File: config.mk
export PLATFORM = sky130hd
export DESIGN_NAME = sram_byte_loader
export DESIGN_NICKNAME = d
export VERILOG_FILES = /design/src/rtl/ram_pkg.sv /design/src/rtl/sram_byte_loader_byte_packer.sv /design/src/rtl/sram_byte_loader.sv
export SDC_FILE = /design/constraint.sdc
export NUM_CORES = 1
export LEC_CHECK = 0
export CORE_MARGIN = 5
export CORE_UTILIZATION = 52
export CTS_CLUSTER_SIZE = 30
export DETAILED_ROUTE_END_ITERATION = 12
export PLACE_DENSITY_LB_ADDON = 0.08
export RECOVER_POWER = 50
export REMOVE_ABC_BUFFERS = 1
export SLEW_MARGIN = 10
export SYNTH_ARGS = -nofsm -noshare
export SYNTH_HDL_FRONTEND = slang
export SYNTH_HIERARCHICAL = 1
export SYNTH_SLANG_ARGS = --single-unit
File: constraint.sdc
create_clock -name clk -period 3.3 [get_ports clk]
set_input_delay 0.33 -clock clk [delete_from_list [all_inputs] [get_ports clk]]
set_output_delay 0.33 -clock clk [all_outputs]
set_load 0.005 [all_outputs]
File: src/rtl/ram_pkg.sv
// ram_pkg
// Shared SRAM definitions for the project.
// Contents:
//   - default SRAM byte-address width
//   - default coefficient/image base addresses and the coefficient set size
//   - loader FSM state encoding
//   - helper that turns a coefficient set index into a byte offset
package ram_pkg;

  localparam int unsigned SRAM_ADDR_W_DEFAULT    = 16;
  localparam logic [15:0] COEF_BASE_DEFAULT      = 16'h0000;
  localparam int unsigned COEF_SET_BYTES_DEFAULT = 16;
  localparam logic [15:0] IMAGE_BASE_DEFAULT     = 16'h4000;

  // Width of the per-load byte counter; it wraps silently at 1023.
  localparam int unsigned BYTES_LOADED_W = 10;

  typedef enum logic [2:0] {
    ST_IDLE  = 3'd0,
    ST_ARMED = 3'd1,
    ST_WAIT  = 3'd2,
    ST_FLUSH = 3'd3,
    ST_DONE  = 3'd4
  } loader_state_e;

  // Byte offset of coefficient set 'sel'. The caller truncates the result
  // to its own address width, so large products simply wrap.
  function automatic logic [31:0] coef_set_offset(input logic [6:0] sel,
                                                  input int unsigned set_bytes);
    return 32'(sel) * set_bytes;
  endfunction

endpackage

File: src/rtl/sram_byte_loader_byte_packer.sv
// byte_packer
// Collects bytes into a little-endian 32-bit word and emits it when all four
// lanes are written, or zero-padded when a flush is requested.
// Ports:
//   clk, rst      clock and synchronous active-high reset
//   clear         drop any partially packed word and restart at lane 0
//   wr_en/wr_data write one byte into the current lane
//   flush         emit the partially packed word (ignored when lane_cnt==0)
//   lane_cnt      lane the next byte will be written into
//   word_out      last emitted word (held between emits)
//   word_valid    one-cycle qualifier for a newly emitted word
//   word_partial  emitted word was zero-padded; valid with word_valid
module byte_packer (
  input  logic        clk,
  input  logic        rst,
  input  logic        clear,
  input  logic        wr_en,
  input  logic [7:0]  wr_data,
  input  logic        flush,
  output logic [1:0]  lane_cnt,
  output logic [31:0] word_out,
  output logic        word_valid,
  output logic        word_partial
);

  logic [31:0] acc_q, acc_d;
  logic [1:0]  lane_q, lane_d;
  logic [31:0] word_out_q, word_out_d;
  logic        word_valid_q, word_valid_d;
  logic        word_partial_q, word_partial_d;

  // The accumulator is kept zero in unwritten lanes, so a flush can emit it
  // as-is and get the zero padding for free.
  always_comb begin
    acc_d          = acc_q;
    lane_d         = lane_q;
    word_out_d     = word_out_q;
    word_valid_d   = 1'b0;
    word_partial_d = 1'b0;

    if (clear) begin
      acc_d  = '0;
      lane_d = 2'd0;
    end else if (wr_en) begin
      if (lane_q == 2'd3) begin
        word_out_d     = {wr_data, acc_q[23:0]};
        word_valid_d   = 1'b1;
        word_partial_d = 1'b0;
        acc_d          = '0;
        lane_d         = 2'd0;
      end else begin
        acc_d[{lane_q, 3'b000} +: 8] = wr_data;
        lane_d                       = lane_q + 2'd1;
      end
    end else if (flush && (lane_q != 2'd0)) begin
      word_out_d     = acc_q;
      word_valid_d   = 1'b1;
      word_partial_d = 1'b1;
      acc_d          = '0;
      lane_d         = 2'd0;
    end
  end

  always_ff @(posedge clk) begin
    if (rst) begin
      acc_q          <= '0;
      lane_q         <= 2'd0;
      word_out_q     <= '0;
      word_valid_q   <= 1'b0;
      word_partial_q <= 1'b0;
    end else begin
      acc_q          <= acc_d;
      lane_q         <= lane_d;
      word_out_q     <= word_out_d;
      word_valid_q   <= word_valid_d;
      word_partial_q <= word_partial_d;
    end
  end

  assign lane_cnt     = lane_q;
  assign word_out     = word_out_q;
  assign word_valid   = word_valid_q;
  assign word_partial = word_partial_q;

endmodule

File: src/rtl/sram_byte_loader.sv
// sram_byte_loader
// Timer-paced SRAM byte fetcher: on start it latches a coefficient-set or
// image base address, issues one SRAM read per read_nxt_byte pulse, packs the
// returned bytes into 32-bit words and flushes a padded word when the timer
// signals the end of the load.
// Ports:
//   clk, rst            clock and synchronous active-high reset
//   start_sram          begin a load (only honoured in IDLE)
//   n_coef_image        0 = coefficient set coef_select, 1 = image
//   read_nxt_byte       fetch one byte
//   sram_done           load finished
//   sram_read_req/addr  one-cycle read strobe and its byte address
//   sram_rdata(_valid)  returned read data
//   word_out/valid/partial  packed word stream
//   bytes_loaded        bytes captured in the current load (wraps at 1023)
//   busy, load_done     status; load_done pulses once per load
//   err_overrun         sticky: a fetch request arrived while a read was open
module sram_byte_loader
  import ram_pkg::*;
#(
  parameter int unsigned        ADDR_W         = SRAM_ADDR_W_DEFAULT,
  parameter logic [ADDR_W-1:0]  COEF_BASE      = ADDR_W'(COEF_BASE_DEFAULT),
  parameter int unsigned        COEF_SET_BYTES = COEF_SET_BYTES_DEFAULT,
  parameter logic [ADDR_W-1:0]  IMAGE_BASE     = ADDR_W'(IMAGE_BASE_DEFAULT)
) (
  input  logic                      clk,
  input  logic                      rst,
  input  logic                      start_sram,
  input  logic                      n_coef_image,
  input  logic [6:0]                coef_select,
  input  logic                      read_nxt_byte,
  input  logic                      sram_done,
  output logic                      sram_read_req,
  output logic [ADDR_W-1:0]         sram_addr,
  input  logic [7:0]                sram_rdata,
  input  logic                      sram_rdata_valid,
  output logic [31:0]               word_out,
  output logic                      word_valid,
  output logic                      word_partial,
  output logic [BYTES_LOADED_W-1:0] bytes_loaded,
  output logic                      busy,
  output logic                      load_done,
  output logic                      err_overrun
);

  loader_state_e             state_q, state_d;
  logic [ADDR_W-1:0]         addr_q, addr_d;
  logic [ADDR_W-1:0]         sram_addr_q, sram_addr_d;
  logic                      sram_read_req_q, sram_read_req_d;
  logic [BYTES_LOADED_W-1:0] bytes_loaded_q, bytes_loaded_d;
  logic                      err_overrun_q, err_overrun_d;
  logic                      pending_done_q, pending_done_d;

  logic [ADDR_W-1:0] start_base;
  logic              pack_clear;
  logic              pack_wr;
  logic              pack_flush;
  logic [1:0]        lane_cnt;

  // Base address chosen at start; the coefficient offset wraps to ADDR_W.
  always_comb begin
    start_base = IMAGE_BASE;
    if (!n_coef_image) begin
      start_base = COEF_BASE + ADDR_W'(coef_set_offset(coef_select, COEF_SET_BYTES));
    end
  end

  // Next-state logic. A done that arrives while a read is outstanding is
  // parked in pending_done and honoured when the data comes back, so the
  // last byte always reaches the packer before the flush.
  // FLUSH stays for an extra cycle when a partial word exists: the packer
  // emits it on that edge and clears its lane counter, after which FLUSH
  // sees lane 0 and moves on to DONE.
  always_comb begin
    state_d         = state_q;
    addr_d          = addr_q;
    sram_addr_d     = '0;
    sram_read_req_d = 1'b0;
    bytes_loaded_d  = bytes_loaded_q;
    err_overrun_d   = err_overrun_q;
    pending_done_d  = pending_done_q;
    pack_clear      = 1'b0;
    pack_wr         = 1'b0;
    pack_flush      = 1'b0;

    unique case (state_q)
      ST_IDLE: begin
        if (start_sram) begin
          addr_d         = start_base;
          bytes_loaded_d = '0;
          err_overrun_d  = 1'b0;
          pending_done_d = 1'b0;
          pack_clear     = 1'b1;
          state_d        = ST_ARMED;
        end
      end

      ST_ARMED: begin
        if (read_nxt_byte) begin
          sram_read_req_d = 1'b1;
          sram_addr_d     = addr_q;
          state_d         = ST_WAIT;
          if (sram_done) begin
            pending_done_d = 1'b1;
          end
        end else if (sram_done) begin
          state_d = ST_FLUSH;
        end
      end

      ST_WAIT: begin
        if (read_nxt_byte) begin
          err_overrun_d = 1'b1;
        end
        if (sram_done) begin
          pending_done_d = 1'b1;
        end
        if (sram_rdata_valid) begin
          pack_wr        = 1'b1;
          addr_d         = addr_q + 1'b1;
          bytes_loaded_d = bytes_loaded_q + 1'b1;
          if (pending_done_q || sram_done) begin
            pending_done_d = 1'b0;
            state_d        = ST_FLUSH;
          end else begin
            state_d = ST_ARMED;
          end
        end
      end

      ST_FLUSH: begin
        if (lane_cnt != 2'd0) begin
          pack_flush = 1'b1;
        end else begin
          state_d = ST_DONE;
        end
      end

      ST_DONE: begin
        state_d = ST_IDLE;
      end

      default: begin
        state_d = ST_IDLE;
      end
    endcase
  end

  always_ff @(posedge clk) begin
    if (rst) begin
      state_q         <= ST_IDLE;
      addr_q          <= '0;
      sram_addr_q     <= '0;
      sram_read_req_q <= 1'b0;
      bytes_loaded_q  <= '0;
      err_overrun_q   <= 1'b0;
      pending_done_q  <= 1'b0;
    end else begin
      state_q         <= state_d;
      addr_q          <= addr_d;
      sram_addr_q     <= sram_addr_d;
      sram_read_req_q <= sram_read_req_d;
      bytes_loaded_q  <= bytes_loaded_d;
      err_overrun_q   <= err_overrun_d;
      pending_done_q  <= pending_done_d;
    end
  end

  byte_packer u_packer (
    .clk          (clk),
    .rst          (rst),
    .clear        (pack_clear),
    .wr_en        (pack_wr),
    .wr_data      (sram_rdata),
    .flush        (pack_flush),
    .lane_cnt     (lane_cnt),
    .word_out     (word_out),
    .word_valid   (word_valid),
    .word_partial (word_partial)
  );

  assign sram_read_req = sram_read_req_q;
  assign sram_addr     = sram_addr_q;
  assign bytes_loaded  = bytes_loaded_q;
  assign err_overrun   = err_overrun_q;
  assign busy          = (state_q != ST_IDLE);
  assign load_done     = (state_q == ST_DONE);

endmodule

==> flow_metrics.py <==
metrics = {
    "status": {
        "status": "complete, but fails checks",
        "failed_checks": "max-capacitance violations, max-slew violations",
    },
    "final_layout": {
        "antenna-diode-count": 0,
        "nets": 613,
        "ratio_of_cells_with_drive_above_1_in_the_final_layout": 0.08739,
        "layout.cells.most_common": "dfxtp_1",
        "final_cell_mix": "116 x dfxtp_1, 62 x dlygate4sd3_1, 44 x a21oi_1",
        "area_growth_syn_to_layout_pct": 31.06,
        "final_core_density": 0.6928,
        "layout.cells.non_filler": 706,
    },
    "pwr": {
        "power.combinational.fraction": 0.053,
        "p_int_uw": 2623,
        "power.static_leakage_uw": 0.002499,
        "clock_power_share": 0.526,
        "peakVddDrop_v": 0.0003795,
        "power.share.sequential": 0.421,
        "switchingPower_uw": 784.5,
        "power.switching_fraction": 0.2303,
        "design_power_total_uw": 3407,
        "power-per-cell-area_nw_per_um2": 537.3,
    },
    "yosys": {
        "synthesis.instances": 505,
        "ys_seq_area_frac": 0.4800,
        "synth_edf_count": 0,
        "yosys_register_bits": 116,
        "share_of_synthesized_flip_flops_with_an_asynchronous_set_or_reset": 0,
        "synth_top_area_cell": "dfxtp_1",
        "post-synth-top-area-fraction": 0.4800,
        "post_synth_num_cell_types": 56,
        "syn_area_per_cell_um2": 9.581,
        "ys_top_cells_by_area": "dfxtp_1 48%, a32o_1 6.6%, a21oi_1 4.6%, o211ai_1 3.9%, nand3_1 3.7%",
        "synth.cell_area_um2": 4838,
        "synth-warning-count": 6,
        "synthFlopType": "dfxtp_1",
    },
    "sta": {
        "fin_worst_skew_ns": 0.01148,
        "period_needed_ns": 2.825,
        "timing.final.hold_violations": 0,
        "achievable-frequency_ghz": 0.3540,
        "rsz0062_at_grt": "false",
        "setup_viol": 0,
        "slew_viol_final": 48,
        "tightestPinTransition_ns": 2.121,
        "post-route-period-util": 0.8560,
        "sum_neg_setup_slack_ns": 0,
        "max_slew_margin": -0.4139,
    },
    "setup_path": {
        "worst-endpoint-arrival_ns": 3.23,
        "cp_num_buf_inv": 3,
        "timing.setup.critical_path_class": "primary input to flip-flop",
        "critical_path_peak_fanout": 47,
        "timing.critical_path.from_type": "primary input",
        "cpLargestDelayFamily": "buffers and inverters",
        "slowest_stage": "clkbuf_1",
        "crit_path_end_kind": "flip-flop",
        "cp_common_cell": "clkbuf_1",
        "critical_path.cell_chain": "clkdlybuf4s50_1 > clkbuf_1 > nor3_1 > clkbuf_1 > and2_1",
        "timing.critical_path.slowest_cell_delay_ns": 1.55,
        "worst_ep_required_time_ns": 3.70,
    },
    "die": {
        "initial_utilization": 0.5286,
        "floorplan.die.height_um": 106.5,
        "num_rows": 35,
        "pin_count": 86,
        "fp.dieArea_um2": 11330,
        "die_w_um": 106.5,
        "coreArea_um2": 9153,
    },
    "clock_tree": {
        "post_cts_setup_driven_buffer_insertion_count": 0,
        "max-clock-path-buffers": 2,
        "numCtsBuffers": 17,
        "count_of_clock_tree_sinks": 116,
        "cts_resized": 0,
        "cts_tree": "done",
        "clk_root_buffer_cell": "clkbuf_8",
        "clkLatencyLatePin_ns": 0.52,
        "clock_tree.htree_level_count": 4,
        "hold_buf_cts": 0,
        "clk_pin_slew_worst_paths_ns": 0.06,
    },
    "drt": {
        "routed-via-count": 4324,
        "drtPass1Iterations": 5,
        "route.final.wire_length_um": 12660,
        "vias_per_cell": 6.125,
        "number_of_routed_nets_with_antenna_violations": 0,
        "routedWlPerCell_um": 17.93,
        "drt_iter0_markers": 319,
        "drc": 0,
    },
    "global_routing": {
        "globalRouteOverflowTotal": 0,
        "grt_max_degree": 48,
        "first_global_vias": 4087,
        "gr-usage-all-layers": 0.2255,
        "grt_pass1_wl_um": 20700,
        "grt_antenna_before_repair": 0,
    },
    "run": {
        "cap_viol_max_count": 1,
    },
    "placement": {
        "detailed_place_hpwl_um": 8403,
        "gp_congestion": 0.8813,
        "port_buffers": 85,
        "post-place-cells": 675,
    },
    "hold_path": {
        "hold_path.class": "primary input to flip-flop",
    },
}
[Yosys cell counts, types with 2 or more instances]
master,number
and3_1,4
o211a_1,8
dfxtp_1,116
mux2_2,2
or4_1,4
a32o_1,32
and2_1,28
a211oi_1,5
nor3_1,9
a31oi_1,4
nand2_1,22
a221o_1,8
o31ai_1,3
buf_1,2
o21ai_0,9
nand3_1,36
o22ai_1,5
o211ai_1,25
nor3b_2,2
buf_2,8
nand4_1,6
a21oi_1,44
and4_1,4
a221oi_1,2
o32ai_1,2
inv_1,11
nand2b_1,3
ha_1,8
xor2_1,3
nor2b_1,10
clkbuf_1,24
nor3b_1,2
nor4_2,2
nor4_1,3
o221a_2,2
nor2_1,19
buf_6,2
or3_1,8
[routing by layer]
metal | global-route usage | share of wire | up-vias
met4 | 0.05753 | 0.0097 | 0
met3 | 0.06132 | 0.064 | 12
met1 | 0.3131 | 0.46 | 2072
met5 | 0 | 0 | -
met2 | 0.3484 | 0.46 | 155
li1 | - | - | 2085
[final timing paths]
path / cells past startpoint / endpoint / slack (ns) / startpoint
setup / recovery: 5 / sram_addr[2] / 0.48 / rst
hold / removal: 3 / addr_q[4] / 0.38 / coef_select[0]
setup reg to reg: 6 / u_packer/word_out[4] / 0.59 / u_packer/lane_cnt[0]
hold reg to reg: 2 / u_packer/word_out[0] / 0.46 / u_packer/word_out[0]
[sequential cells by signal (all words and copies together), names as in the netlist]
register and cells:
pending_done_q 1, u_packer/word_valid 1, u_packer/lane_cnt 2, u_packer/acc_q 32
err_overrun 1, bytes_loaded 10, sram_read_req 1, addr_q 16
state_q 3, u_packer/word_partial 1, u_packer/word_out 32, sram_addr 16
[power by group through the flow]
stage / combinational [uW] / clock (uW) / sequential (uW)
after CTS: 182 / 1810 / 1430
after global placement: 176 / 0 / 1460
after floorplan: 94.0 / 0 / 1460
after global routing: 198 / 1870 / 1440
final: 182 / 1790 / 1430
after detailed placement: 179 / 0 / 1460
[area by class of cell]
class                   count  area [um2]
repair buffers             96       950.9
inverters                  11       41.29
flip-flops and latches    116        2322
well taps                 111       138.9
fillers                   726        2811
clock buffers              18       417.9
clock inverters            13       160.2
multi-input cells         341        2310
[stage by stage]
step           setup slack, ns  hold slack, ns  area [um2]
6_report                0.4753          0.3780        6341
3_5_place_dp            0.6645          0.4575        5771
2_1_floorplan          0.04429          0.3991        4671
4_1_cts                 0.6856          0.3681        6349
3_3_place_gp            0.7442          0.4527        5771
5_1_grt                 0.2391          0.3965        6341
[worst reg2reg max path: cells and delay by family, from the launching register on]
family / cells / cell delay (ns)
simple gates: 2 / 1.00
buf+inv: 2 / 0.56
flops: 1 / 0.51
fa+ha+maj: 1 / 0.34
compound gates: 1 / 0.09
[kinds of logic after synthesis]
group,after synthesis,share of synthesized area
compound gates,157,0.2433
xor+xnor,4,0.007242
fa+ha+maj,8,0.02069
buf+inv,48,0.04319
flops,116,0.4800
mux,3,0.006723
simple gates,169,0.1989
Power figures use the tool's default switching activity.
